$ cat config.mk
export PLATFORM = sky130hd
export DESIGN_NAME = kpg_sub16_pipe
export DESIGN_NICKNAME = d
export VERILOG_FILES = /design/src/rtl/kpg_pkg.sv /design/src/rtl/kpg_prefix_stage.sv /design/src/rtl/kpg_sub16_pipe.sv
export SDC_FILE = /design/constraint.sdc
export NUM_CORES = 1
export LEC_CHECK = 0
export ABC_AREA = 1
export BUFFER_PORTS_ARGS = -buffer_cell sky130_fd_sc_hd__buf_2
export CORE_MARGIN = 10
export CORE_UTILIZATION = 25
export DETAILED_ROUTE_END_ITERATION = 10
export HOLD_SLACK_MARGIN = 0.15
export SYNTH_ARGS = -nofsm -noshare
export SYNTH_HDL_FRONTEND = slang
export SYNTH_SLANG_ARGS = --single-unit
$ cat constraint.sdc
create_clock -name clk -period 1.7 [get_ports clk]
set_input_delay 0.34 -clock clk [delete_from_list [all_inputs] [get_ports clk]]
set_output_delay 0.34 -clock clk [all_outputs]
set_load 0.05 [all_outputs]
$ cat src/rtl/kpg_pkg.sv
// Shared KPG carry-network types and helpers for the pipelined add/sub datapath.
// A KPG entry marks whether a span kills (K), propagates (P) or generates (G) a carry.
package kpg_pkg;

  typedef logic [1:0] kpg_t;

  localparam kpg_t KPG_K = 2'b00;
  localparam kpg_t KPG_P = 2'b01;
  localparam kpg_t KPG_G = 2'b11;

  localparam int SUB_WIDTH = 16;
  localparam int SUB_LAT   = 5;
  // Entry 0 is the carry-in position; entries 1..16 are operand bits 0..15.
  localparam int KPG_N     = SUB_WIDTH + 1;

  // hi dominates unless it merely propagates, in which case lo decides.
  function automatic kpg_t kpg_combine(input kpg_t hi, input kpg_t lo);
    return (hi == KPG_P) ? lo : hi;
  endfunction

  // {x&y, x|y} yields 00=K, 01=P, 11=G directly from the two addend bits.
  function automatic kpg_t kpg_encode(input logic x, input logic y);
    return {x & y, x | y};
  endfunction

endpackage

$ cat src/rtl/kpg_prefix_stage.sv
// One prefix level (span SPAN) of the KPG network plus valid bit and sideband; 1 cycle.
// Holds all contents, bubbles included, while en_i is low.
module kpg_prefix_stage
  import kpg_pkg::*;
#(
  parameter int SPAN = 1
) (
  input  logic                   clk,
  input  logic                   rst_n,
  input  logic                   en_i,
  input  logic                   vld_i,
  input  logic [2*KPG_N-1:0]     kpg_i,
  input  logic [SUB_WIDTH-1:0]   hx_i,
  input  logic                   a15_i,
  input  logic                   b15_i,
  output logic                   vld_o,
  output logic [2*KPG_N-1:0]     kpg_o,
  output logic [SUB_WIDTH-1:0]   hx_o,
  output logic                   a15_o,
  output logic                   b15_o
);

  logic [2*KPG_N-1:0]   kpg_d;
  logic [2*KPG_N-1:0]   kpg_q;
  logic [SUB_WIDTH-1:0] hx_q;
  logic                 vld_q;
  logic                 a15_q;
  logic                 b15_q;

  genvar j;
  for (j = 0; j < KPG_N; j++) begin : g_ent
    if (j >= SPAN) begin : g_comb
      assign kpg_d[2*j +: 2] = kpg_combine(kpg_i[2*j +: 2], kpg_i[2*(j-SPAN) +: 2]);
    end else begin : g_pass
      assign kpg_d[2*j +: 2] = kpg_i[2*j +: 2];
    end
  end

  always_ff @(posedge clk or negedge rst_n) begin
    if (!rst_n) begin
      vld_q <= 1'b0;
      kpg_q <= '0;
      hx_q  <= '0;
      a15_q <= 1'b0;
      b15_q <= 1'b0;
    end else if (en_i) begin
      vld_q <= vld_i;
      kpg_q <= kpg_d;
      hx_q  <= hx_i;
      a15_q <= a15_i;
      b15_q <= b15_i;
    end
  end

  assign vld_o = vld_q;
  assign kpg_o = kpg_q;
  assign hx_o  = hx_q;
  assign a15_o = a15_q;
  assign b15_o = b15_q;

endmodule

$ cat src/rtl/kpg_sub16_pipe.sv
// Pipelined 16-bit subtractor a - b - borrow_in over a 4-level KPG prefix network; 5 cycles.
// Any output stall (out_valid & ~out_ready) freezes every stage and drops in_ready.
module kpg_sub16_pipe
  import kpg_pkg::*;
#(
  parameter int WIDTH = SUB_WIDTH
) (
  input  logic             clk,
  input  logic             rst_n,
  input  logic             in_valid,
  output logic             in_ready,
  input  logic [WIDTH-1:0] a,
  input  logic [WIDTH-1:0] b,
  input  logic             borrow_in,
  output logic             out_valid,
  input  logic             out_ready,
  output logic [WIDTH-1:0] diff,
  output logic             borrow,
  output logic             zero,
  output logic             neg,
  output logic             ovf
);

  logic stall;
  logic en;
  logic acc;

  assign stall    = out_valid & ~out_ready;
  assign en       = ~stall;
  assign in_ready = ~stall;
  assign acc      = in_valid & in_ready;

  // ---------------- S0: operands and initial KPG vector ----------------
  logic [2*KPG_N-1:0]   s0_kpg_d;
  logic [2*KPG_N-1:0]   s0_kpg_q;
  logic [SUB_WIDTH-1:0] s0_a_q;
  logic [SUB_WIDTH-1:0] s0_b_q;
  logic                 s0_vld_q;

  always_comb begin
    s0_kpg_d      = '0;
    s0_kpg_d[1:0] = borrow_in ? KPG_K : KPG_G;
    for (int i = 0; i < SUB_WIDTH; i++) begin
      s0_kpg_d[2*(i+1) +: 2] = kpg_encode(a[i], ~b[i]);
    end
  end

  always_ff @(posedge clk or negedge rst_n) begin
    if (!rst_n) begin
      s0_vld_q <= 1'b0;
      s0_a_q   <= '0;
      s0_b_q   <= '0;
      s0_kpg_q <= '0;
    end else if (en) begin
      s0_vld_q <= acc;
      s0_a_q   <= a;
      s0_b_q   <= b;
      s0_kpg_q <= s0_kpg_d;
    end
  end

  // ---------------- S1..S4: prefix levels, spans 1, 2, 4, 8 ----------------
  logic [4:0]           vld_a;
  logic [2*KPG_N-1:0]   kpg_a [5];
  logic [SUB_WIDTH-1:0] hx_a  [5];
  logic [4:0]           a15_a;
  logic [4:0]           b15_a;

  assign vld_a[0] = s0_vld_q;
  assign kpg_a[0] = s0_kpg_q;
  assign hx_a[0]  = s0_a_q ^ ~s0_b_q;
  assign a15_a[0] = s0_a_q[SUB_WIDTH-1];
  assign b15_a[0] = s0_b_q[SUB_WIDTH-1];

  genvar k;
  for (k = 0; k < 4; k++) begin : g_lvl
    kpg_prefix_stage #(
      .SPAN(1 << k)
    ) u_stage (
      .clk   (clk),
      .rst_n (rst_n),
      .en_i  (en),
      .vld_i (vld_a[k]),
      .kpg_i (kpg_a[k]),
      .hx_i  (hx_a[k]),
      .a15_i (a15_a[k]),
      .b15_i (b15_a[k]),
      .vld_o (vld_a[k+1]),
      .kpg_o (kpg_a[k+1]),
      .hx_o  (hx_a[k+1]),
      .a15_o (a15_a[k+1]),
      .b15_o (b15_a[k+1])
    );
  end

  // ---------------- Output rank: sum bits and flags ----------------
  logic [SUB_WIDTH-1:0] diff_d;
  logic [SUB_WIDTH-1:0] diff_q;
  kpg_t                 cout_k;
  logic                 borrow_d;
  logic                 zero_d;
  logic                 neg_d;
  logic                 ovf_d;
  logic                 borrow_q;
  logic                 zero_q;
  logic                 neg_q;
  logic                 ovf_q;
  logic                 out_vld_q;
  logic                 s4_resolved;

  // Entry 16 only spans bits 0..15 after four levels; the carry-in is folded in here.
  always_comb begin
    diff_d = '0;
    for (int i = 0; i < SUB_WIDTH; i++) begin
      diff_d[i] = hx_a[4][i] ^ (kpg_a[4][2*i +: 2] == KPG_G);
    end
    cout_k   = kpg_combine(kpg_a[4][2*SUB_WIDTH +: 2], kpg_a[4][1:0]);
    borrow_d = (cout_k != KPG_G);
    zero_d   = (diff_d == '0);
    neg_d    = diff_d[SUB_WIDTH-1];
    ovf_d    = (a15_a[4] ^ b15_a[4]) & (a15_a[4] ^ diff_d[SUB_WIDTH-1]);
  end

  always_comb begin
    s4_resolved = (cout_k != KPG_P);
    for (int i = 0; i < SUB_WIDTH; i++) begin
      if (kpg_a[4][2*i +: 2] == KPG_P) begin
        s4_resolved = 1'b0;
      end
    end
  end

  always_ff @(posedge clk or negedge rst_n) begin
    if (!rst_n) begin
      out_vld_q <= 1'b0;
      diff_q    <= '0;
      borrow_q  <= 1'b0;
      zero_q    <= 1'b0;
      neg_q     <= 1'b0;
      ovf_q     <= 1'b0;
    end else if (en) begin
      out_vld_q <= vld_a[4];
      diff_q    <= diff_d;
      borrow_q  <= borrow_d;
      zero_q    <= zero_d;
      neg_q     <= neg_d;
      ovf_q     <= ovf_d;
    end
  end

  assign out_valid = out_vld_q;
  assign diff      = diff_q;
  assign borrow    = borrow_q;
  assign zero      = zero_q;
  assign neg       = neg_q;
  assign ovf       = ovf_q;

  a_s4_resolved: assert property (@(posedge clk) disable iff (!rst_n) vld_a[4] |-> s4_resolved);

endmodule

=== Yosys cells after proc, flatten, opt, wreduce, memory -nomap -nowiden ===
Index checks and enable logic that the tools add are counted.

* Flip-flop bits (word level): 300
* Input port bits: 37
* Output and inout port bits: 22
* Word-level logic and storage cells: 230

* Equal/unequal tests: 71
* Mux-type cells: 55
* Bitwise logic cells: 73
* Reduce and logical (&&, ||, !) cells: 1

{| class="wikitable"
|+ Operators by type and width
! cell !! count
|-
| $mux W2 || 55
|-
| $eq A2 B1 Y1 const B || 54
|-
| $eq A2 B2 Y1 const B || 16
|-
| $and A1 B1 Y1 || 19
|-
| $not A1 Y1 || 18
|-
| $xor A1 B1 Y1 || 18
|-
| $logic_not A16 Y1 || 1
|-
| $not A16 Y16 || 1
|-
| $or A1 B1 Y1 || 16
|-
| $xor A16 B16 Y16 || 1
|-
| $ne A2 B2 Y1 const B || 1
|}

=== Depth between registers and ports, before layout ===
Gate-level depths: netlist of the first run.

* Depth after elaboration: 4
* Mapped depth: 8
* Gate-level depth less buffers: 8

=== Hierarchy ===
A second synthesis of the first run with hierarchy kept.

* Cells, all modules: 1631
* Area, all modules: 13080.0 um^2

{| class="wikitable"
|+ By module, submodules not included
! module !! times used !! cells an instance !! area an instance (um^2) !! sequential area each (um^2)
|-
| kpg_sub16_pipe || 1 || 426 || 3712.3 || 2152.1
|-
| kpg_prefix_stage (g_lvl[0].u_stage) || 1 || 321 || 2427.3 || 1326.3
|-
| kpg_prefix_stage (g_lvl[1].u_stage) || 1 || 313 || 2369.8 || 1326.3
|-
| kpg_prefix_stage (g_lvl[2].u_stage) || 1 || 300 || 2334.7 || 1326.3
|-
| kpg_prefix_stage (g_lvl[3].u_stage) || 1 || 271 || 2235.9 || 1326.3
|}

=== Worst setup path before layout of the first run ===
OpenSTA, ideal clock, no wires.

* Kind: flip-flop to output port
* From: reg out_vld_q (netlist: out_valid)
* To: out in_ready
* Arrival: 1278 ps
* Required time: 1360 ps
* Setup slack: 82 ps
* Stages on the path, launching flop included: 4
* Path buffers: 2
* Path through: dfrtp_1 -> nand2_4 -> buf_2 -> buf_2

* Word-level cells in the longest chain between the ends: 2

{| class="wikitable"
|+ Ends and longest elaborated chain
! element !! RTL line !! RTL
|-
| from (decl) || kpg_sub16_pipe.sv:108 || <nowiki>logic out_vld_q;</nowiki>
|-
| from (signal assigned) || kpg_sub16_pipe.sv:142 || <nowiki>out_vld_q <= vld_a[4];</nowiki>
|-
| $and A1 B1 Y1 || kpg_sub16_pipe.sv:28 || <nowiki>assign stall = out_valid & ~out_ready;</nowiki>
|-
| $not A1 Y1 || kpg_sub16_pipe.sv:30 || <nowiki>assign in_ready = ~stall;</nowiki>
|-
| to (decl) || kpg_sub16_pipe.sv:11 || <nowiki>output logic in_ready,</nowiki>
|}

No other way between the ends.

=== Final worst setup path of the first run ===
* From: reg out_vld_q (netlist: out_valid)
* To: out out_valid

{| class="wikitable"
|+ RTL lines
! element !! RTL line !! RTL
|-
| to (decl) || kpg_sub16_pipe.sv:15 || <nowiki>output logic out_valid,</nowiki>
|}

No word-level cell between the ends.

==> out/results.ini, run 1 <==
[worst_setup_path]
critPathLaunchType = flop
cp_slowest_cell = dfrtp_1
cp_slowest_stage_delay_ps = 460
critical_path_class = reg -> out
crit_buf_inv = 1
end_kind = primary output
r2r_cells = 5
path_max_fanout = 2
crit_arrival_ps = 1290
cp.required_ps = 1360
r2r_end = g_lvl[0].u_stage.kpg_o[21]
crit_family = flip-flops
r2r-start = out_valid
regToRegSetupSlack_ps = 120
crit_chain = buf_2

[logic_synthesis]
synth-seq-cells = 294
synth_cell_types = 22
synth_ff_type = dfrtp_1
synth_fp_nets = 1338
ys_seq_area_frac = 0.6165
async_flop_share = 1.000
syn_inst = 1301
syn_avg_cell_area_um2 = 9.172
synth-edff-count = 0
syn_area_um2 = 11930
ys_warn_count = 0

[die]
die_h_um = 238.5
die_w_um = 238.5
dieArea_um2 = 56870
ios = 59
start_util = 0.2547
rows = 79
coreArea_um2 = 46850

[detailed_routing]
drc = 0
viasPerCell = 4.334
wl_per_cell_um = 14.16
totalWireLength_mm = 28.61
vias = 8754
antenna_left = 0
dr.pass1.iters = 5
drt_iter0_drc = 695

[placed_design]
dp_hpwl_mm = 20.13
place_congestion = 0.7918
dpl-instance-area_um2 = 12890
port_buffers = 58

[grt]
grt_start_max_net_pins = 90
grtUsageTotal = 0.1011
grt_pass1_wl_mm = 47.48
grt_pass1_vias = 8648
antenna_found_initial = 0
grt_overflow_total = 0

[pwr]
ir_drop_mv = 0.7052
p_leak_nw = 6.857
p_switching_mw = 10.23
pwr-share-comb = 0.289
seqPwrFrac = 0.446
p_per_area_nw_per_um2 = 1904
switching_share = 0.3723
p_int_mw = 17.24
pwr-share-clk = 0.265

[cts]
path_clk_slew_ps = 60
cts_buffers = 34
clock-sinks = 294
clk_latency_ps = 510
cts_root_buf = clkbuf_16
clockBufferDepth = 3
tritoncts = yes
cts_max_level = 2

[timing]
finalCritPeriodShare = 0.9608
min_period_ps = 1633
hold_viol = 0
setup_violations = 0
fmax_mhz = 612.3
slew_viol_final = 0
grt_setup_unrepaired = yes
tightest_slew_ps = 377.7
maxSlewHeadroom = 0.7482
clock-skew-final_ps = 16.91
fin_tns_setup_ps = 0

[layout]
antenna_cells = 0
layout.nets = 1429
area_growth_pct = 20.87
mostFrequentLayoutCell = nand2_1
finish.instance_area_um2 = 14420
drive_gt1_frac = 0.09413
final_cell_mix = 473 x nand2_1, 294 x dfrtp_1, 126 x o21ai_0

[status]
status = completed

[job]
drv_cap = 0

[worst_hold_path]
min_path_type = in -> async

## cell usage after synthesis (8+ instances only)
| master | n | area [µm²] |
|---|---|---|
| buf_2 | 26 | 130.1 |
| a21oi_1 | 25 | 125.1 |
| nor2_1 | 99 | 371.6 |
| nand2_1 | 473 | 1775 |
| nand3_1 | 21 | 105.1 |
| clkbuf_1 | 8 | 30.03 |
| inv_1 | 91 | 341.6 |
| o21ai_0 | 126 | 630.6 |
| xor2_1 | 16 | 140.1 |
| o22ai_1 | 19 | 118.9 |
| o21ai_1 | 16 | 80.08 |
| buf_6 | 14 | 157.7 |
| buf_4 | 13 | 97.59 |
| o221ai_1 | 29 | 254.0 |
| a31oi_1 | 15 | 93.84 |
| dfrtp_1 | 294 | 7357 |
| o211ai_1 | 9 | 67.56 |
## layer usage
metal	vias to the layer above	global-route usage	share of wire
met4	0	0.02971	0.022
met2	160	0.1472	0.42
met3	45	0.01729	0.037
met1	4141	0.1496	0.52
li1	4408	-	-
met5	-	0	0
## layout make-up
cell class,instances,area (µm²)
fillers,4942,32430
flip-flops and latches,294,7357
multi-input cells,854,3821
clock buffers,53,1054
repair buffers,116,1007
well taps,607,759.5
inverters,92,350.3
clock inverters,4,73.82
## repair_timing
item	4_1_cts	5_1_grt
endpoints found under the setup margin	1	1
pin swaps	1	0
gates resized for setup	2	2
hold buffers	35	0
setup buffers	4	0
hold endpoints to repair	300	0
## state kept, by name, summed over array words and instances (netlist names), 4 cells and up
name                 cells
s0_b_q                  16
g_lvl.u_stage.vld_o      4
g_lvl.u_stage.kpg_o    132
s0_a_q                  16
s0_kpg_q                33
g_lvl.u_stage.b15_o      4
g_lvl.u_stage.a15_o      4
diff                    16
g_lvl.u_stage.hx_o      64
## per-stage QoR
step	cells	power, mW	setup WS (ps)	util	hold slack [ps]
after CTS	2020	27.75	27.58	0.3075	362.6
after global routing	2020	29.51	-0.1068	0.3078	387.5
after detailed placement	1924	20.24	160.4	0.2752	264.9
after global placement	1924	19.98	162.1	0.2752	265.2
after floorplan	1301	17.53	81.69	-	44.41
final	2020	27.46	66.70	0.3078	342.6
## cells by family (layout without fill, tap and decap cells)
group | after synthesis | in the layout | synth area share
buffers and inverters | 153 | 265 | 0.06396
DFF | 294 | 294 | 0.6165
and+or+nand+nor | 594 | 594 | 0.1897
AOI/OAI and AO/OA | 244 | 244 | 0.1181
xor gates and xnor gates | 16 | 16 | 0.01174
## worst max path at each step
| stage | from | to | slack, ps | cells past startpoint |
|---|---|---|---|---|
| 3_5_place_dp | out_ready | g_lvl[0].u_stage.hx_o[11] | 160 | 6 |
| 4_1_cts | out_valid | out_valid | 30 | 1 |
| 5_1_grt | out_valid | s0_kpg_q[6] | -0.1 | 6 |
| 2_1_floorplan | out_valid | in_ready | 80 | 3 |
| 6_report | out_valid | out_valid | 70 | 1 |
| 3_3_place_gp | out_ready | g_lvl[1].u_stage.kpg_o[27] | 160 | 6 |
## power groups by stage
stage	Clock, mW	Combinational (mW)	Sequential (mW)
after detailed placement	0	7.87	12.4
after global placement	0	7.70	12.3
after floorplan	0	5.18	12.3
after CTS	7.47	8.02	12.3
final	7.28	7.93	12.3
after global routing	7.76	9.08	12.7
No activity file was read; power rests on OpenSTA's default activity.
==> inputs of run 2 (changes only) <==
RECOVER_POWER = 50   (was not set)
==> out/results.ini, run 2 (same netlist as run 1, synthesis figures left out) <==
[worst_setup_path]
r2r_cells = 5  ; unchanged
crit_chain = buf_2
cp_slowest_cell = dfrtp_1
end_kind = primary output
crit_buf_inv = 1  ; unchanged
critPathLaunchType = flop
path_max_fanout = 2  ; unchanged
cp_slowest_stage_delay_ps = 460  ; about the same
cp.required_ps = 1360  ; about the same
crit_arrival_ps = 1290  ; about the same
crit_family = flip-flops
critical_path_class = reg -> out
regToRegSetupSlack_ps = 110  ; about the same
cp_num_cells = 1  ; unchanged

[cts]
cts_max_level = 2  ; unchanged
clockBufferDepth = 3  ; unchanged
cts_buffers = 34  ; unchanged
cts_root_buf = clkbuf_16
clk_latency_ps = 510  ; about the same
tritoncts = yes
path_clk_slew_ps = 60  ; about the same
clock-sinks = 294  ; unchanged

[die]
dieArea_um2 = 56870  ; unchanged
ios = 59  ; unchanged
start_util = 0.2547  ; unchanged
rows = 79  ; unchanged
coreArea_um2 = 46850  ; unchanged
die_h_um = 238.5  ; unchanged
die_w_um = 238.5  ; unchanged

[status]
status = completed

[placed_design]
place_congestion = 0.7918  ; unchanged
dpl-instance-area_um2 = 12890  ; unchanged
dp_hpwl_mm = 20.13  ; unchanged
port_buffers = 58  ; unchanged

[grt]
grt_overflow_total = 0  ; unchanged
grt_pass1_wl_mm = 47.48  ; unchanged
grt_start_max_net_pins = 90  ; unchanged
grtUsageTotal = 0.1011  ; unchanged
met1_usage = 0.1496  ; unchanged
grt_pass1_vias = 8648  ; unchanged
antenna_found_initial = 0  ; unchanged
grt_use_met3 = 0.01729  ; unchanged
grt_use_met2 = 0.1472  ; unchanged
busiest_layer = met1

[detailed_routing]
dr.pass1.iters = 5  ; unchanged
drt_iter0_drc = 772  ; +11%
totalWireLength_mm = 28.61  ; about the same
vias = 8742  ; -0.14%
wl_per_cell_um = 14.17  ; about the same
antenna_left = 0  ; unchanged
drc = 0  ; unchanged
viasPerCell = 4.328  ; -0.14%

[timing]
hold_viol = 0  ; unchanged
slew_viol_final = 0  ; unchanged
setup_violations = 0  ; unchanged
fmax_mhz = 612.2  ; about the same
tightest_slew_ps = 797.2  ; +419.5 ps
maxSlewHeadroom = 0.4685  ; -0.2797
min_period_ps = 1633  ; +0.1001 ps
finalCritPeriodShare = 0.9608  ; about the same
clock-skew-final_ps = 17.31  ; +0.3928 ps
grt_setup_unrepaired = yes

[layout]
drive_gt1_frac = 0.09200  ; -0.002123
fillers = 4949  ; +0.14%
mostFrequentLayoutCell = nand2_1
antenna_cells = 0  ; unchanged
finish.instance_area_um2 = 14350  ; -0.48%
layout.nets = 1429  ; unchanged
final_cell_mix = 473 x nand2_1, 294 x dfrtp_1, 126 x o21ai_0
area_growth_pct = 20.29
largest_reg_flops = 132  ; unchanged

[pwr]
p_leak_nw = 6.825  ; -0.47%
pwr-share-clk = 0.265  ; about the same
seqPwrFrac = 0.447  ; about the same
switching_share = 0.3724  ; about the same
pwr-share-comb = 0.288  ; about the same
p_per_area_nw_per_um2 = 1912  ; +0.38%
p_switching_mw = 10.22  ; about the same
ir_drop_mv = 0.7074  ; +0.31%
p_total_mw = 27.44  ; about the same
p_int_mw = 17.22  ; -0.11%

[job]
drv_cap = 0  ; unchanged

[worst_hold_path]
min_path_type = in -> async

run 2: cell count changes in the layout (fill, tap and decap cells not counted):
cell      before  now
clkbuf_4       0    2
buf_2         56   58
clkbuf_1       7   10
buf_4         10    6
buf_12        11    7
clkbuf_2       0    1
run 2: what timing repair did:
action,4_1_cts,5_1_grt
gates resized for setup,2,2
hold endpoints to repair,300,0
pin swaps,1,0
setup endpoints to repair,1,1
hold buffers,35,0
setup buffers,4,0
run 2: metal layers:
| layer | up-vias | routed length [µm] |
|---|---|---|
| met2 | 160 | 12000 |
| met1 | 4128 | 14880 |
| li1 | 4409 | - |
| met3 | 45 | 1108 |
| met5 | - | 0 |
| met4 | 0 | 626 |
run 2: final cells by class:
type / instances / area, µm² / share of cell area
flip-flops and latches: 294 / 7357 / 0.5126
repair buffers: 116 / 938.4 / 0.06538
clock buffers: 53 / 1054 / 0.07340
well taps: 607 / 759.5 / 0.05291
clock inverters: 4 / 73.82 / 0.005143
inverters: 92 / 350.3 / 0.02441
multi-input cells: 854 / 3821 / 0.2662
run 2: worst paths after layout:
path / startpoint / end
max: out_valid / out_valid
min: rst_n / g_lvl[3].u_stage.hx_o[7]
max reg2reg: out_valid / g_lvl[0].u_stage.kpg_o[21]
min reg2reg: g_lvl[3].u_stage.vld_o / out_valid
max in group asynchronous: rst_n / s0_a_q[7]
min in group clk: g_lvl[3].u_stage.vld_o / out_valid
run 2: power groups by stage:
stage               clock (mW)  combinational, mW  sequential (mW)
CTS                       7.47               8.02             12.3
global route              7.76               9.06             12.7
detailed placement           0               7.87             12.4
floorplan                    0               5.18             12.3
finish                    7.28               7.89             12.3
global placement             0               7.70             12.3
run 2: stage by stage:
stage          setup slack, ps  setup TNS, ps    util  hold WS (ps)  std cells
2_1_floorplan            81.69              0       -         44.41       1301
3_3_place_gp             162.1              0  0.2752         265.2       1924
3_5_place_dp             160.4              0  0.2752         264.9       1924
4_1_cts                  27.58              0  0.3075         362.6       2020
5_1_grt                -0.1066        -0.1066  0.3064         367.3       2020
6_report                 66.60              0  0.3064         324.4       2020
==> inputs of run 3 (changes only) <==
CORE_ASPECT_RATIO = 1.1   (was not set)
==> out/results.ini, run 3 (same netlist as run 1, synthesis figures left out) <==
[cts]
path_clk_slew_ps = 60  ; about the same
tritoncts = yes
clk_latency_ps = 550  ; +40 ps
clockBufferDepth = 3  ; unchanged
cts_buffers = 31  ; -8.8%
cts_max_level = 1  ; -1
cts_root_buf = clkbuf_16
clock-sinks = 294  ; unchanged

[worst_setup_path]
cp.required_ps = 1360  ; about the same
end_kind = primary output
r2r_cells = 5  ; unchanged
crit_family = flip-flops
path_max_fanout = 2  ; unchanged
crit_chain = buf_2
critPathLaunchType = flop
critical_path_class = reg -> out
cp_slowest_cell = dfrtp_1
crit_buf_inv = 1  ; unchanged
cp_num_cells = 1  ; unchanged
crit_arrival_ps = 1310  ; +20 ps
cp_slowest_stage_delay_ps = 450  ; about the same

[pwr]
p_leak_nw = 6.762  ; -0.93%
ir_drop_mv = 0.9680  ; +37%
p_per_area_nw_per_um2 = 1886  ; -1.3%

[grt]
grt_start_max_net_pins = 101  ; +12%
grt_pass1_wl_mm = 48.23  ; +1.6%
grtUsageTotal = 0.1000  ; -0.001078
grt_overflow_total = 0  ; unchanged
grt_pass1_vias = 8747  ; +1.1%
antenna_found_initial = 0  ; unchanged

[layout]
largest_reg_flops = 132  ; unchanged
antenna_cells = 0  ; unchanged
drive_gt1_frac = 0.08897  ; -0.003035
final_cell_mix = 473 x nand2_1, 294 x dfrtp_1, 126 x o21ai_0
fillers = 4979  ; +0.61%
layout.nets = 1423  ; -0.42%
area_growth_pct = 19.57
mostFrequentLayoutCell = nand2_1
fin_cells = 2042  ; +1.1%

[detailed_routing]
vias = 8764  ; +0.25%
dr.pass1.iters = 5  ; unchanged
wl_per_cell_um = 13.93  ; -1.7%
totalWireLength_mm = 28.44  ; -0.60%
drc = 0  ; unchanged
drt_iter0_drc = 680  ; -12%
viasPerCell = 4.292  ; -0.83%
antenna_left = 0  ; unchanged

[die]
rows = 83  ; +5.1%
start_util = 0.2542  ; -0.0004752
die_h_um = 249.1  ; +4.5%
die_w_um = 228.3  ; -4.3%
coreArea_um2 = 46940  ; +0.19%
ios = 59  ; unchanged
dieArea_um2 = 56880  ; about the same

[timing]
fin_hold_ws_ps = 279.6  ; -44.86 ps
fmax_mhz = 605.7  ; -1.1%
clock-skew-final_ps = 9.330  ; -7.976 ps
slew_viol_final = 0  ; unchanged
hold_viol = 0  ; unchanged
fin_ws_ps = 49.14  ; -17.46 ps
fin_tns_setup_ps = 0  ; unchanged
finalCritPeriodShare = 0.9711  ; +0.01027
grt_setup_unrepaired = yes
tightest_slew_ps = 779.1  ; -18.14 ps
min_period_ps = 1651  ; +17.46 ps
setup_violations = 0  ; unchanged
maxSlewHeadroom = 0.4806  ; +0.01209

[status]
status = completed

[placed_design]
port_buffers = 58  ; unchanged
pre_cts_slack_ps = 172.0  ; +11.56 ps
dp_hpwl_mm = 20.00  ; -0.68%
placedCellCount = 1953  ; +1.5%
place_congestion = 0.7999  ; +1.0%

[job]
drv_cap = 0  ; unchanged

[worst_hold_path]
min_path_type = in -> async

[run 3: final timing paths]
path                                        start                         end  slack (ps)
min reg2reg                g_lvl[1].u_stage.vld_o      g_lvl[1].u_stage.vld_o         470
min in group clk           g_lvl[1].u_stage.vld_o      g_lvl[1].u_stage.vld_o         470
min                                         rst_n                         ovf         280
max reg2reg                             out_valid  g_lvl[0].u_stage.kpg_o[25]         100
max in group asynchronous                   rst_n                   s0_b_q[0]         340
max                                     out_valid                   out_valid          50
[run 3: timing repair]
action                                  4_1_cts  5_1_grt
endpoints found under the hold margin       360        0
gates cloned                                  0        0
hold buffers                                 35        0
setup buffers                                 2        0
pin swaps                                     1        0
endpoints found under the setup margin        1        6
gates resized for setup                       2        3
[run 3: layout make-up]
type	count	area (µm²)	area share
Sequential cell	294	7357	0.5157
Inverter	92	350.3	0.02455
Clock buffer	47	915.9	0.06419
Clock inverter	5	100.1	0.007016
Multi-Input combinational cell	854	3827	0.2683
Timing Repair Buffer	113	919.6	0.06446
Tap cell	637	797.0	0.05586
[run 3: layer usage]
metal  vias up  part of all wire  track usage
met5         -                 0            0
met4         0             0.019      0.02412
met3        34             0.041      0.01559
met2       158              0.44       0.1498
met1      4195              0.50       0.1472
li1       4377                 -            -
[run 3: metrics by stage]
stage | area (µm²) | utilization | total power, mW
after floorplan | 11930 | - | 17.53
after global placement | 12920 | 0.2753 | 20.02
after detailed placement | 12920 | 0.2753 | 20.28
after CTS | 14310 | 0.3049 | 27.21
after global routing | 14270 | 0.3040 | 29.01
final | 14270 | 0.3040 | 26.91
[run 3: power by group]
group | leakage, nW | switching, mW | total (mW) | internal [mW]
Sequential | 3.56 | 2.24 | 12.2 | 10.0
Combinational | 2.70 | 5.26 | 7.93 | 2.67
Clock | 0.499 | 2.62 | 6.73 | 4.11
